File: config.mk
export PLATFORM = sky130hd
export DESIGN_NAME = fluxo_dados_jogo_param
export DESIGN_NICKNAME = d
export VERILOG_FILES = /design/src/rtl/fluxo_dados_jogo_param.sv
export SDC_FILE = /design/constraint.sdc
export NUM_CORES = 1
export LEC_CHECK = 0
export ABC_AREA = 1
export CORE_UTILIZATION = 35
export DETAILED_ROUTE_END_ITERATION = 8
export GPL_TIMING_DRIVEN = 0
export PLACE_DENSITY_LB_ADDON = 0.05
export SYNTH_ARGS = -nofsm -noshare
export SYNTH_HDL_FRONTEND = slang
export SYNTH_SLANG_ARGS = --single-unit
File: constraint.sdc
create_clock -name clock -period 3.12 [get_ports clock]
set_clock_uncertainty 0.05 [all_clocks]
set_input_delay 0.936 -clock clock [delete_from_list [all_inputs] [get_ports clock]]
set_output_delay 0.936 -clock clock [all_outputs]
set_load 0.05 [all_outputs]
File: src/rtl/fluxo_dados_jogo_param.sv
// Datapath for the memory-sequence game: address/limit counters, fixed ROM, switch register,
// switch edge detector and an optional inactivity watchdog (enabled by FLUXO_TIMEOUT_EN).
module fluxo_dados_jogo_param #(
  parameter int unsigned DATA_W         = 4,
  parameter int unsigned ADDR_W         = 4,
  parameter int unsigned TIMEOUT_CYCLES = 5000
) (
  input  logic              clock,
  input  logic              reset,
  input  logic              zeraE,
  input  logic              contaE,
  input  logic              zeraL,
  input  logic              contaL,
  input  logic              zeraR,
  input  logic              registraR,
  input  logic              zeraT,
  input  logic              contaT,
  input  logic [DATA_W-1:0] chaves,
  output logic              chavesIgualMemoria,
  output logic              fimE,
  output logic              fimL,
  output logic              enderecoIgualLimite,
  output logic              jogada_feita,
  output logic              timeout,
  output logic [ADDR_W-1:0] db_contagem,
  output logic [ADDR_W-1:0] db_limite,
  output logic [DATA_W-1:0] db_chaves,
  output logic [DATA_W-1:0] db_memoria
);

  logic [ADDR_W-1:0] e_q, e_d;
  logic [ADDR_W-1:0] l_q, l_d;
  logic [DATA_W-1:0] r_q, r_d;
  logic              chaves_hist_q, chaves_hist_d;
  logic              jogada_q, jogada_d;
  logic [DATA_W-1:0] rom_word;
  int unsigned       rom_sel;

  always_comb begin
    e_d = e_q;
    if (zeraE)       e_d = '0;
    else if (contaE) e_d = e_q + 1'b1;

    l_d = l_q;
    if (zeraL)       l_d = '0;
    else if (contaL) l_d = l_q + 1'b1;

    r_d = r_q;
    if (zeraR)          r_d = '0;
    else if (registraR) r_d = chaves;

    chaves_hist_d = |chaves;
    jogada_d      = (|chaves) & ~chaves_hist_q;
  end

  always_ff @(posedge clock) begin
    if (!reset) begin
      e_q           <= '0;
      l_q           <= '0;
      r_q           <= '0;
      chaves_hist_q <= 1'b0;
      jogada_q      <= 1'b0;
    end else begin
      e_q           <= e_d;
      l_q           <= l_d;
      r_q           <= r_d;
      chaves_hist_q <= chaves_hist_d;
      jogada_q      <= jogada_d;
    end
  end

  // One-hot ROM word: bit (address mod DATA_W) set.
  always_comb begin
    rom_word = '0;
    rom_sel  = 32'(e_q) % DATA_W;
    for (int unsigned i = 0; i < DATA_W; i++) begin
      rom_word[i] = (rom_sel == i);
    end
  end

`ifdef FLUXO_TIMEOUT_EN
  localparam int unsigned T_W = $clog2(TIMEOUT_CYCLES) + 1;
  localparam logic [T_W-1:0] T_MAX = T_W'(TIMEOUT_CYCLES - 1);

  logic [T_W-1:0] t_q, t_d;

  always_comb begin
    t_d = t_q;
    if (zeraT)                        t_d = '0;
    else if (contaT && (t_q != T_MAX)) t_d = t_q + 1'b1;
  end

  always_ff @(posedge clock) begin
    if (!reset) t_q <= '0;
    else        t_q <= t_d;
  end

  assign timeout = (t_q == T_MAX);
`else
  logic unused_watchdog_ctrl;
  assign unused_watchdog_ctrl = zeraT ^ contaT;
  assign timeout = 1'b0;
`endif

  assign chavesIgualMemoria  = (r_q == rom_word);
  assign fimE                = (e_q == '1);
  assign fimL                = (l_q == '1);
  assign enderecoIgualLimite = (e_q == l_q);
  assign jogada_feita        = jogada_q;
  assign db_contagem         = e_q;
  assign db_limite           = l_q;
  assign db_chaves           = r_q;
  assign db_memoria          = rom_word;

endmodule

# Word level (Yosys, flattened, before mapping)
# Cells that the tools add are included.
# totals
register_bits	14
latchBits	0
mem_bits_rw	0
romBits	0
in_bits	14
memories	0
# classes
n_addsub	2
mul	0
div	0
order_cmp	0
eq_ne	7
shift	0
muxes	0
n_bitwise	3
reduce_logical	5
# ops
cell	count
32-bit logical NOT	1
4-bit by 1-bit adder with 4-bit output (second input constant)	2
4-bit equality test	2
4-bit equality test (second input constant)	2
2-bit OR reduction	3
2-bit equality test (second input constant)	2
4-bit OR reduction	1
2-bit by 1-bit equality test with 1-bit output (second input constant)	1
1-bit NOT	2
1-bit AND	1

# Depth between registers and ports, before layout
# Gate-level depths: netlist of run 1.
# logic_depth
word_depth	2
depth_mapped	7

# Worst setup path before layout of run 1
# Ideal clock, no wire load.
# synth_path
path_kind	register to output
start	reg e_q[0], in the netlist db_contagem[0]
end	out chavesIgualMemoria
arrival_ns	2.277
setup_slack_ns	-0.143
stages_incl_launch_ff	5
path_buffers	0
path_cell_list	dfxtp_1 ha_1 xnor2_1 nand2_1 nor2_1
# synth_between
elab_chain_cells	2
word_cells_on_any_way	5
# synth_lines
item	line	text
from (decl)	31	logic [ADDR_W-1:0] e_q, e_d;
from (signal assigned)	58	e_q <= '0;
from (signal assigned)	64	e_q <= e_d;
2-bit equality test	77	rom_word[i] = (rom_sel == i);
named net db_memoria[3]	28	output logic [DATA_W-1:0] db_memoria
4-bit equality test	105	assign chavesIgualMemoria = (r_q == rom_word);
to (decl)	19	output logic chavesIgualMemoria,
# The timed path passes the listed nets, and every way through them passes these cells.

# Final worst setup path of run 1
# layout_path
start	reg e_q[0], in the netlist db_contagem[0]
end	out chavesIgualMemoria
# layout_between
elab_chain_cells	2
word_cells_on_any_way	5
# layout_lines
item	line
32-bit logical NOT (tied with other cells)	77
4-bit equality test (*)	105
# Mark *: on every way between the ends. The rest lies on a longest branch, timed or not.

==> results.py, run 1 <==
metrics = {
    "critical_path": {
        "worstRegToRegCells": 4,
        "cpMostUsedCell": "sky130_fd_sc_hd__nand2_1",
        "timing.reg2reg.setup_slack_ps": 1940,
        "crit_reg_reg_startpoint": "db_contagem[0]",
        "worst_ep_arrival_ps": 1960,
        "critPathMaxFanout": 8,
        "setup.worst_path.end_class": "output pin",
        "worstPathBufferInverterCount": 3,
        "cp_data_required_time_ps": 2130,
        "library_cell_contributing_the_largest_single_delay_on_the_critical_path": "sky130_fd_sc_hd__dlygate4sd2_1",
        "cp_slowest_stage_delay_ps": 520,
        "start_kind": "flip-flop",
        "reg2reg_to": "db_contagem[1]",
        "cells_along_the_critical_path": "inv_1 -> ha_1 -> inv_1 -> nand2_1 -> nand2_1 -> nand2_1 -> nor2_2 -> dlygate4sd2_1",
        "worstSetupPathType": "reg2out",
        "worst-path-stages": 8,
        "top_family_by_delay_on_critical_path": "buffers and inverters",
    },
    "route": {
        "post-route-drc-count": 0,
        "detailroute.via_count": 734,
        "route.detailed.wl_per_inst_um": 9.223,
        "first_iter_violations": 4,
        "routed_wirelength_um": 1531,
        "via_per_inst": 4.422,
        "antenna_left": 0,
        "detail_route.first_pass.iterations": 3,
    },
    "grt": {
        "antenna_violations_before_repair": 0,
        "grt_usage": 0.1493,
        "first_global_vias": 657,
        "grt_start_max_net_pins": 9,
        "grt-ovfl-total": 0,
        "grt_pass1_wl_um": 2794,
    },
    "pwr": {
        "clkPwrFrac": 0.299,
        "sw_frac_of_total": 0.3019,
        "internal_power_mw": 0.2974,
        "switchingPower_mw": 0.1286,
        "seq_power_share": 0.447,
        "power.ir.vdd_worst_mv": 0.2069,
        "p_per_area_nw_per_um2": 368.9,
        "static-leakage-power_nw": 0.4897,
        "share_comb_of_total_power": 0.254,
    },
    "clocking": {
        "clkTransAtPathRegs_ps": 90,
        "cts.sink_count": 14,
        "clock_path_buffers": 2,
        "clock_tree_from_tritoncts": "built",
        "cts-htree-levels": 1,
        "ctsHoldBuffers": 0,
        "ctsRootBufferMaster": "sky130_fd_sc_hd__clkbuf_4",
        "worstSkewPairLatency_ps": 270,
        "numCtsBuffers": 3,
        "cts_post_setup_buffers_inserted": 0,
    },
    "placed_design": {
        "placement.io_buffers": 32,
        "post_placement_cell_area_um2": 1117,
        "detail_placement_hpwl_um": 1263,
        "place_congestion": 0.7040,
    },
    "status": {
        "outcome": "finished clean",
    },
    "die": {
        "die_area_um2": 2364,
        "fp.dieH_um": 48.62,
        "num_rows": 16,
        "core_um2": 2002,
        "ioPinCount": 36,
        "chipWidth_um": 48.62,
        "initial_utilization": 0.3800,
    },
    "finish": {
        "syn2layout_area_growth_pct": 51.81,
        "design.final.nets": 159,
        "drive_above_1_share": 0.1295,
        "layout_commonest_cell": "sky130_fd_sc_hd__clkdlybuf4s50_1",
        "most-common-layout-cells": "sky130_fd_sc_hd__clkdlybuf4s50_1, sky130_fd_sc_hd__nand2_1, sky130_fd_sc_hd__dfxtp_1",
        "inserted_diodes": 0,
        "design_area_um2": 1155,
    },
    "timing": {
        "max_slew.worst_pin.slew_ps": 502.1,
        "clock.fmax_mhz": 339.3,
        "setup_violations": 0,
        "maxSlewViolCount": 0,
        "tns_ps": 0,
        "grt_setup_unrepaired": "no",
        "finalHoldViolations": 0,
        "fin_crit_ps": 2947,
        "max_slew_margin": 0.6642,
        "final.period_utilization": 0.9445,
    },
    "worst_hold_path": {
        "hold-path-cell-count": 1,
        "worst_hold_path_type": "reg2reg",
        "endpoint_of_the_worst_hold_timing_path": "jogada_feita",
        "holdCritStartpoint": "chaves_hist_q",
    },
    "flow_run": {
        "drv_cap": 0,
    },
    "synthesis": {
        "post-synth-top-area-fraction": 0.3684,
        "ys_seq_elements": 14,
        "synth.area.top_cells": "sky130_fd_sc_hd__dfxtp_1, sky130_fd_sc_hd__nand2_1, sky130_fd_sc_hd__ha_1",
        "post_synth_instance_area_um2": 760.7,
        "synth.largest_area_cell": "sky130_fd_sc_hd__dfxtp_1",
        "synth_cell_types": 18,
        "syn-instance-count": 103,
        "synthesis.nets": 122,
        "sequential_cell_area_fraction_in_the_yosys_report": 0.3684,
        "mean_instance_size_in_the_synthesized_netlist_um2": 7.386,
        "synth.yosys.warnings": 0,
    },
}
## repair_timing
item | in CTS | in global routing
gates resized for setup | 1 | 1
endpoints found under the hold margin | 0 | 0
pin swaps | 0 | 0
setup endpoints to repair | 1 | 1
## power by group through the flow
stage	Combinational (mW)	Clock, mW	Sequential [mW]
global route	0.116	0.148	0.192
global placement	0.109	0	0.195
finish	0.108	0.127	0.190
detailed placement	0.110	0	0.195
CTS	0.109	0.135	0.191
floorplan	0.0527	0	0.210
## state kept, by name, indices dropped and copies added (netlist names)
| register | count |
|---|---|
| db_contagem | 4 |
| db_limite | 4 |
| chaves_hist_q | 1 |
| jogada_feita | 1 |
| db_chaves | 4 |
## area by class of cell
cell class / count / area [um^2]
fill: 202 / 847.1
multi-input combinational: 76 / 430.4
timing repair buffer: 32 / 321.6
sequential: 14 / 280.3
inverter: 12 / 45.04
clock buffer: 4 / 36.28
tap: 27 / 33.78
buffer: 1 / 7.507
## kinds of logic (layout without fill, tap and decap cells)
group	count (synthesis)	after routing	synth area share
flops	14	14	0.3684
buf+inv	13	49	0.06908
compound gates	12	12	0.09867
simple gates	52	52	0.3075
fa+ha+maj	5	5	0.08224
xor+xnor	6	6	0.06908
other cells	1	1	0.004929
## worst register-to-register path: stages (launching register included)
cell and delay [ps]:
sky130_fd_sc_hd__dfxtp_1 500, sky130_fd_sc_hd__inv_1 110, sky130_fd_sc_hd__ha_1 300, sky130_fd_sc_hd__inv_1 60, sky130_fd_sc_hd__a21oi_1 50
## how the worst max path moves through the flow
stage	startpoint	end	slack [ps]
4_1_cts	db_contagem[0]	fimE	40
2_1_floorplan	db_contagem[0]	chavesIgualMemoria	70
6_report	db_contagem[0]	chavesIgualMemoria	170
5_1_grt	db_contagem[0]	chavesIgualMemoria	20
3_3_place_gp	db_contagem[0]	chavesIgualMemoria	220
3_5_place_dp	db_contagem[0]	chavesIgualMemoria	170
## layer usage
layer  GRT usage  up-vias  routed length [um]
met5           0        -                   0
met4     0.04412        0                   0
met3     0.04088        0                  71
met2      0.2454       19                 731
met1      0.1892      328                 729
li1            -      387                   -
## metrics by stage
stage / hold WS (ps) / util / power (mW) / std cells / worst slack [ps]
after floorplan: 318.1 / - / 0.2629 / 103 / 72.65
after global placement: 322.0 / 0.5581 / 0.3034 / 162 / 216.1
after detailed placement: 329.5 / 0.5581 / 0.3049 / 162 / 165.3
after CTS: 342.8 / 0.5756 / 0.4346 / 166 / 40.05
after global routing: 348.8 / 0.5769 / 0.4553 / 166 / 16.42
final: 337.3 / 0.5769 / 0.4260 / 166 / 173.1
## Yosys cell counts, drive strengths merged
cell and number:
dfxtp 14, or2 1, buf 1, conb 1, and3 2, o21ai 3
nor2 16, xnor2 6, nand3 3, ha 5, nand2 30, inv 12
a21oi 9
(Power assumes the default switching activity.)
==> inputs of run 2 (changes only) <==
--- a/config.mk
+++ b/config.mk
@@ -10,6 +10,7 @@
 export DETAILED_ROUTE_END_ITERATION = 8
 export GPL_TIMING_DRIVEN = 0
 export PLACE_DENSITY_LB_ADDON = 0.05
+export SLEW_MARGIN = 20
 export SYNTH_ARGS = -nofsm -noshare
 export SYNTH_HDL_FRONTEND = slang
 export SYNTH_SLANG_ARGS = --single-unit
==> results of run 2 <==
The final DEF is identical to that of run 1; final timing and power are the same.
==> inputs of run 3 (changes only) <==
--- a/config.mk
+++ b/config.mk
@@ -5,9 +5,10 @@
 export SDC_FILE = /design/constraint.sdc
 export NUM_CORES = 1
 export LEC_CHECK = 0
-export ABC_AREA = 1
+export ABC_CLOCK_PERIOD_IN_PS = 3120
 export CORE_UTILIZATION = 35
 export DETAILED_ROUTE_END_ITERATION = 8
+export DONT_BUFFER_PORTS = 1
 export GPL_TIMING_DRIVEN = 0
 export PLACE_DENSITY_LB_ADDON = 0.05
 export SLEW_MARGIN = 20
==> results.py, run 3 <==
metrics = {
    "status": {
        "outcome": "finished clean",
    },
    "finish": {
        "utilization": 0.4388,
        "drive_above_1_share": 0.2162,
        "fin_cells": 101,
        "design.final.nets": 95,
        "syn2layout_area_growth_pct": 18.64,
        "fill_cells": 206,
        "inserted_diodes": 0,
        "most-common-layout-cells": "sky130_fd_sc_hd__dfxtp_1, sky130_fd_sc_hd__xor2_1, sky130_fd_sc_hd__nor2_1, sky130_fd_sc_hd__mux2i_1, sky130_fd_sc_hd__nand3b_1",
        "layout_commonest_cell": "sky130_fd_sc_hd__dfxtp_1",
    },
    "worst_hold_path": {
        "worst_hold_path_type": "reg2reg",
    },
    "route": {
        "antenna_left": 0,
        "detailroute.via_count": 502,
        "first_iter_violations": 2,
        "route.detailed.wl_per_inst_um": 13.50,
        "post-route-drc-count": 0,
        "routed_wirelength_um": 1364,
        "detail_route.first_pass.iterations": 2,
        "via_per_inst": 4.970,
    },
    "critical_path": {
        "worstSetupPathType": "reg2out",
        "setup.worst_path.end_class": "output pin",
        "critPathMaxFanout": 7,
        "worst_ep_arrival_ps": 2030,
        "worstPathBufferInverterCount": 1,
        "timing.reg2reg.setup_slack_ps": 1700,
        "start_kind": "flip-flop",
        "top_family_by_delay_on_critical_path": "simple AND/OR/NAND/NOR gates",
        "cp_data_required_time_ps": 2130,
        "cp_slowest_stage_delay_ps": 720,
        "library_cell_contributing_the_largest_single_delay_on_the_critical_path": "sky130_fd_sc_hd__nor4_4",
        "cells_along_the_critical_path": "inv_2 -> ha_4 -> xor2_1 -> nor4_4",
    },
    "timing": {
        "final.period_utilization": 0.9653,
        "setup_violations": 0,
        "grt_setup_unrepaired": "no",
        "finalHoldViolations": 0,
        "fin_crit_ps": 3012,
        "maxSlewViolCount": 0,
        "max_slew_margin": 0.5016,
        "clock.fmax_mhz": 332.0,
        "max_slew.worst_pin.slew_ps": 742.0,
        "hold_slack_ps": 334.9,
    },
    "synthesis": {
        "mean_instance_size_in_the_synthesized_netlist_um2": 10.12,
        "dominantRegCellSynth": "sky130_fd_sc_hd__dfxtp_1",
        "synth_cell_types": 20,
        "synth.yosys.warnings": 0,
        "post-synth-top-area-fraction": 0.3902,
        "synth.area.top_cells": "sky130_fd_sc_hd__dfxtp_1, sky130_fd_sc_hd__mux2i_1, sky130_fd_sc_hd__xor2_1",
        "sequential_cell_area_fraction_in_the_yosys_report": 0.3902,
        "ys_seq_elements": 14,
        "synthesis.nets": 90,
        "syn-instance-count": 71,
        "synthMostInstantiatedCell": "sky130_fd_sc_hd__dfxtp_1",
        "synthTopCellsByCount": "sky130_fd_sc_hd__dfxtp_1, sky130_fd_sc_hd__mux2i_1, sky130_fd_sc_hd__nor2_1, sky130_fd_sc_hd__xor2_1, sky130_fd_sc_hd__ha_1",
        "synth-async-reset-ratio": 0,
        "post_synth_instance_area_um2": 718.2,
        "synth-edff-count": 0,
        "synth.largest_area_cell": "sky130_fd_sc_hd__dfxtp_1",
    },
    "die": {
        "core_um2": 1942,
        "chipWidth_um": 47.30,
        "initial_utilization": 0.3698,
        "fp.dieH_um": 47.30,
        "ioPinCount": 36,
        "die_area_um2": 2237,
        "num_rows": 16,
    },
    "clocking": {
        "clock_tree_from_tritoncts": "built",
        "worstSkewPairLatency_ps": 270,
        "clock_path_buffers": 2,
        "clkTransAtPathRegs_ps": 80,
        "ctsRootBufferMaster": "sky130_fd_sc_hd__clkbuf_4",
        "ctsHoldBuffers": 0,
        "cts-htree-levels": 1,
        "cts.sink_count": 14,
        "numCtsBuffers": 3,
        "cts_post_setup_buffers_inserted": 0,
    },
    "placed_design": {
        "detail_placement_hpwl_um": 1067,
        "placement.io_buffers": 0,
        "numPlacedInstances": 98,
        "place_congestion": 0.6059,
    },
    "grt": {
        "antenna_violations_before_repair": 0,
        "grt-ovfl-total": 0,
        "grt_start_max_net_pins": 9,
        "first_global_vias": 485,
        "grt_pass1_wl_um": 2021,
        "grt_usage": 0.1358,
    },
    "pwr": {
        "totalPowerFinal_mw": 0.3590,
        "power.ir.vdd_worst_mv": 0.1545,
        "p_per_area_nw_per_um2": 421.4,
        "static-leakage-power_nw": 0.3730,
    },
    "flow_run": {
        "drv_cap": 0,
    },
}
==> run 3: changes by cell type in the layout (fill, tap and decap cells not counted), moves of 4 or more <==
cell and delta:
sky130_fd_sc_hd__xor2_1 +8, sky130_fd_sc_hd__clkdlybuf4s50_1 -30, sky130_fd_sc_hd__mux2i_1 +8, sky130_fd_sc_hd__nand2_1 -28, sky130_fd_sc_hd__xnor2_1 -4, sky130_fd_sc_hd__a21oi_2 -4
sky130_fd_sc_hd__inv_1 -11, sky130_fd_sc_hd__nand3b_1 +4, sky130_fd_sc_hd__ha_1 -4
==> run 3: logic make-up after synthesis <==
| kind of cell | count (synthesis) | share of synthesized area |
|---|---|---|
| muxes | 8 | 0.1115 |
| other | 1 | 0.005221 |
| DFF | 14 | 0.3902 |
| buffers and inverters | 4 | 0.02614 |
| adders and majority gates | 5 | 0.08711 |
| xor gates and xnor gates | 10 | 0.1220 |
| and+or+nand+nor | 24 | 0.2004 |
| AOI/OAI and AO/OA | 5 | 0.05749 |
==> run 3: per-stage QoR <==
step                instance area [um^2]  TNS (ps)  setup WS [ps]
floorplan                          739.5    -77.79         -77.79
global placement                   773.2    -176.6         -176.6
detailed placement                 782.0    -202.4         -202.4
CTS                                822.0         0          29.68
global route                       852.1         0          13.89
finish                             852.1         0          108.1
==> run 3: cell type report <==
cell class / count / area [um^2] / share of cell area
multi-input cells: 53 / 489.2 / 0.5742
well taps: 27 / 33.78 / 0.03965
flip-flops and latches: 14 / 287.8 / 0.3377
inverters: 2 / 7.507 / 0.008811
clock buffers: 3 / 22.52 / 0.02643
plain buffers: 2 / 11.26 / 0.01322
==> run 3: worst paths after layout <==
| path | from | end | cells past startpoint |
|---|---|---|---|
| setup / recovery | db_contagem[0] | chavesIgualMemoria | 4 |
| hold / removal | chaves_hist_q | jogada_feita | 1 |
| setup reg to reg | db_limite[0] | db_limite[1] | 3 |
| hold reg to reg | chaves_hist_q | jogada_feita | 1 |
==> run 3: power breakdown <==
part	total, mW	leakage, nW	internal, mW	switching [mW]
Sequential	0.205	0.116	0.183	0.0220
Clock	0.0986	0.0138	0.0446	0.0540
Combinational	0.0558	0.244	0.0219	0.0339
Total	0.359	0.373	0.249	0.110
==> run 3: repair_timing <==
action	CTS	global route
gates resized for setup	8	5
setup endpoints to repair	2	1
pin swaps	1	1
==> run 3: layer usage <==
layer | global-route usage | part of all wire | vias up
met1 | 0.1659 | 0.45 | 227
li1 | - | - | 252
met3 | 0.04231 | 0.073 | 2
met4 | 0.08571 | 0.0095 | 0
met5 | 0 | 0 | -
met2 | 0.2055 | 0.46 | 21
